**src/rtl/mem_arbiter.sv**
```systemverilog
// Arbitrates one single-port synchronous RAM between a CPU port and a video scan-out port.
// Every access is an address cycle followed by a data cycle; video wins ties until its burst budget runs out.
module mem_arbiter #(
  parameter int unsigned VID_BURST = 4
) (
  input  logic        clk,
  input  logic        reset,
  input  logic        cpu_req,
  input  logic        cpu_we,
  input  logic [31:0] cpu_adr,
  input  logic [31:0] cpu_wdata,
  output logic [31:0] cpu_rdata,
  output logic        cpu_ready,
  input  logic        vid_req,
  input  logic [31:0] vid_adr,
  output logic [31:0] vid_rdata,
  output logic        vid_valid,
  output logic [31:0] mem_adr,
  output logic [31:0] mem_wdata,
  output logic        mem_we,
  input  logic [31:0] mem_rdata
);

  localparam int unsigned CNT_W = $clog2(VID_BURST + 1);

  localparam logic [2:0] IDLE  = 3'd0;
  localparam logic [2:0] CPU_A = 3'd1;
  localparam logic [2:0] CPU_D = 3'd2;
  localparam logic [2:0] VID_A = 3'd3;
  localparam logic [2:0] VID_D = 3'd4;

  logic [2:0]       state, state_nx;
  logic [CNT_W-1:0] vid_cnt;
  logic             vid_cnt_full;
  logic [31:0]      cpu_rdata_q, vid_rdata_q;

  assign vid_cnt_full = (vid_cnt == CNT_W'(VID_BURST));

  // A finishing requester never gets the next slot if the other side is waiting.
  always_comb begin
    state_nx = state;
    case (state)
      IDLE: begin
        if (vid_req && !(cpu_req && vid_cnt_full)) state_nx = VID_A;
        else if (cpu_req)                          state_nx = CPU_A;
        else                                       state_nx = IDLE;
      end
      CPU_A:   state_nx = CPU_D;
      CPU_D:   state_nx = vid_req ? VID_A : IDLE;
      VID_A:   state_nx = VID_D;
      VID_D:   state_nx = cpu_req ? CPU_A : IDLE;
      default: state_nx = IDLE;
    endcase
  end

  always_ff @(posedge clk or negedge reset) begin
    if (!reset) begin
      state       <= IDLE;
      vid_cnt     <= '0;
      cpu_rdata_q <= '0;
      vid_rdata_q <= '0;
    end else begin
      state <= state_nx;
      // VID_A and CPU_A are only ever entered from another state, so this is entry detection.
      if (state_nx == VID_A) begin
        if (!vid_cnt_full) vid_cnt <= vid_cnt + CNT_W'(1);
      end else if (state_nx == CPU_A) begin
        vid_cnt <= '0;
      end
      if (state == CPU_D) cpu_rdata_q <= mem_rdata;
      if (state == VID_D) vid_rdata_q <= mem_rdata;
    end
  end

  always_comb begin
    mem_adr   = '0;
    mem_wdata = '0;
    mem_we    = 1'b0;
    cpu_ready = 1'b0;
    vid_valid = 1'b0;
    cpu_rdata = cpu_rdata_q;
    vid_rdata = vid_rdata_q;
    case (state)
      CPU_A: begin
        mem_adr   = cpu_adr;
        mem_wdata = cpu_wdata;
        mem_we    = cpu_we;
      end
      CPU_D: begin
        mem_adr   = cpu_adr;
        mem_wdata = cpu_wdata;
        cpu_ready = 1'b1;
        cpu_rdata = mem_rdata;
      end
      VID_A: mem_adr = vid_adr;
      VID_D: begin
        mem_adr   = vid_adr;
        vid_valid = 1'b1;
        vid_rdata = mem_rdata;
      end
      default: ;
    endcase
  end

endmodule

```
**config.mk**
```make
export PLATFORM = sky130hd
export DESIGN_NAME = mem_arbiter
export DESIGN_NICKNAME = d
export VERILOG_FILES = /design/src/rtl/mem_arbiter.sv
export SDC_FILE = /design/constraint.sdc
export NUM_CORES = 1
export LEC_CHECK = 0
export CORE_UTILIZATION = 31
export CTS_BUF_LIST = sky130_fd_sc_hd__clkbuf_4
export DETAILED_ROUTE_END_ITERATION = 6
export PLACE_DENSITY = 0.84
export SYNTH_ARGS = -nofsm -noshare
export SYNTH_HDL_FRONTEND = slang
export SYNTH_SLANG_ARGS = --single-unit
```
**constraint.sdc**
```tcl
create_clock -name clk -period 2.1 [get_ports clk]
set_clock_uncertainty 0.2 [all_clocks]
set_input_delay 0.63 -clock clk [delete_from_list [all_inputs] [get_ports clk]]
set_output_delay 0.63 -clock clk [all_outputs]
set_load 0.01 [all_outputs]
```
==> metrics.yaml <==
run_status: "finished, violations left"
violated_checks: "setup timing"
final_hold_viol_count: 0
ys_warn_count: 0
synth_enable_flop_cells: 0
distinct_cell_type_count_of_the_synthesized_netlist: 29
die_height_um: 106
synth_fp_nets: 385
synthesis.area_per_instance_sq_um: 13.3
critical_path.top_delay_family: "buffers and inverters"
synth.cell_area_sq_um: 3330
post_drt_wl_per_cell_um: 20.3
grt_pass1_wl_um: 19700
placement_rows: 37
gr-usage-met1: 0.261
critPathCaptureType: "output port"
whs_ps: 18.1
max-clock-path-buffers: 2
grt_antenna_before_repair: 1
slew_headroom: 0.750
grt_remaining_overflow: 0
finalNetCount: 712
start_util: 0.322
ioPinCount: 264
cp_data_required_time_ps: 1270
timing.critical_path.cells: "nor3b_4, buf_12, or2_4, buf_6, clkbuf_16, a22o_1, buf_6"
fmax_mhz: 354
cts_made_buffers: 9
setup-violations-final: 131
critical_path.startpoint_type: "flip-flop"
core_area_sq_um: 10400
pre_cts_ws_ps: -656
gp_congestion: 0.828
pwr_density_cell_nw_per_um2: 1890
slowest_cp_cell: "sky130_fd_sc_hd__dfrtp_2"
origin_of_the_critical_flop_to_flop_path: "state[0]$_DFF_PN0_"
p_leak_uw: 0.00342
detail-route-antenna-nets: 0
synth_seq_area_share: 0.525
post-synth-top-area-cell: "sky130_fd_sc_hd__dfrtp_1"
vias: 3450
rsz0062_at_grt: "yes"
synth_top_area_frac: 0.525
tightest_slew_ps: 376
io_buffers: 263
globalRouteTotalUtil: 0.234
critPathMaxStageDelay_ps: 450
ir_worst_vdd_v: 0.00122
detailedRoute.firstIterationViolations: 246
postSynthRegisterBits: 70
timing.setup.tns_ps: -83250
global_route.peak_usage_layer: "met2"
clock_transition_at_path_regs_ps: 120
first_global_vias: 3483
worst_ep_arrival_time_ps: 2000
worstSkewPairLatency_ps: 410
max_cap_violations: 0
postRouteWirelength_um: 14600
dp_hpwl_um: 9680
cts.sink_count: 70
synthTopCellsByArea: "sky130_fd_sc_hd__dfrtp_1 53%, sky130_fd_sc_hd__mux2_2 20%, sky130_fd_sc_hd__a22o_1 8.4%, sky130_fd_sc_hd__and2_1 6.2%, sky130_fd_sc_hd__buf_4 1.8%"
clk_root_buffer_cell: "sky130_fd_sc_hd__clkbuf_4"
fp.dieW_um: 106
critical_path_class: "reg2out"
route.detailed.vias_per_inst: 4.80
ys_flop_type: "sky130_fd_sc_hd__dfrtp_1"
path_common_cell: "sky130_fd_sc_hd__buf_6"
worst-path-buf-inv: 4
leading_cell_type_in_the_layout_fill_and_taps_excluded: "sky130_fd_sc_hd__clkdlybuf4s50_1"
synth-async-reset-ratio: 1.00
fp.dieArea_sq_um: 11200
grt_use_met3: 0.0625
postLayoutCoreUtil: 0.692
layout_setup_ws_ps: -725
finalCriticalPeriod_ps: 2830
layout-area-overhead-vs-synth_pct: 115
drt_drc_violations_left: 0
final-max-slew-violation-count: 0
final.period_utilization: 1.35
startpoint_of_the_most_critical_setup_path: "state[2]$_DFF_PN0_"
cts.htree.levels: 3
most-common-layout-cells: "131 x sky130_fd_sc_hd__clkdlybuf4s50_1, 100 x sky130_fd_sc_hd__buf_6, 67 x sky130_fd_sc_hd__dfrtp_1"
first_pass_iters: 4
totalPowerFinal_uw: 13500
worst_hold_path_type: "in2async"
final_layout_size_suffix_gt1_frac: 0.531
cts_tree: "yes"
pin_count_of_the_biggest_net_entering_global_routing: 71
met2_usage: 0.431
synth_instances: 250
critPathMaxFanout: 8
[where the power goes]
| group | switching, uW | internal, uW | total [uW] |
|---|---|---|---|
| Sequential | 296 | 2040 | 2330 |
| Combinational | 4070 | 6130 | 10200 |
| Clock | 507 | 504 | 1010 |
| Total | 4870 | 8670 | 13500 |
[state kept, by name, summed over array words and instances, names as in the netlist]
signal and cells:
state 3, vid_cnt 3, cpu_rdata_q 32, vid_rdata_q 32
[synth_stat cells (3+ instances only)]
library cell,instances
sky130_fd_sc_hd__a22o_1,32
sky130_fd_sc_hd__and2_1,33
sky130_fd_sc_hd__buf_2,3
sky130_fd_sc_hd__buf_4,8
sky130_fd_sc_hd__buf_6,5
sky130_fd_sc_hd__clkbuf_1,3
sky130_fd_sc_hd__dfrtp_1,70
sky130_fd_sc_hd__inv_1,4
sky130_fd_sc_hd__mux2_1,5
sky130_fd_sc_hd__mux2_2,59
sky130_fd_sc_hd__o21ai_0,3
[stage by stage]
stage,cell area (sq um),instances
after floorplan,3500,250
after global placement,6360,650
after detailed placement,6360,650
after CTS,6700,689
after global routing,7180,719
final,7180,719
[routing by layer]
layer | up-vias | share of wire
li1 | 1554 | -
met5 | - | 0
met4 | 0 | 0.016
met2 | 155 | 0.54
met1 | 1721 | 0.37
met3 | 20 | 0.069
[repair_timing]
action                                  in CTS  in global routing
resized for setup                          304                351
pin swaps                                    2                 17
endpoints found under the setup margin     131                131
gates cloned                                 4                  7
buffers inserted                            19                 30
hold buffers                                 0                  0
[layout make-up]
cell class,instances,area (sq um)
clock inverter,6,93.8
fill,755,3190
tap,136,170
multi-input combinational,157,1740
timing repair buffer,335,3330
inverter,4,15.0
clock buffer,10,75.1
sequential,70,1760
antenna,1,2.50
[cell families (layout without fill, tap and decap cells)]
logic type | count (synthesis) | count (layout) | share of synthesized area
fa+ha+maj | 2 | 2 | 0.00750
flops | 70 | 70 | 0.525
xor+xnor | 1 | 1 | 0.00263
simple gates | 47 | 47 | 0.0964
buf+inv | 23 | 355 | 0.0473
mux | 64 | 64 | 0.216
other cells | 0 | 1 | 0
compound gates | 43 | 43 | 0.105
[worst paths after layout]
path	endpoint	depth (start not counted)	slack [ps]
max	mem_adr[28]	7	-730
min	cpu_rdata_q[11]$_DFF_PN0_	2	20
max reg2reg	vid_rdata_q[7]$_DFF_PN0_	7	130
min reg2reg	vid_rdata_q[9]$_DFF_PN0_	1	310
max in group asynchronous	state[2]$_DFF_PN0_	2	1340
min in group clk	vid_rdata_q[9]$_DFF_PN0_	1	310
No activity file was read; power rests on OpenSTA's default activity.
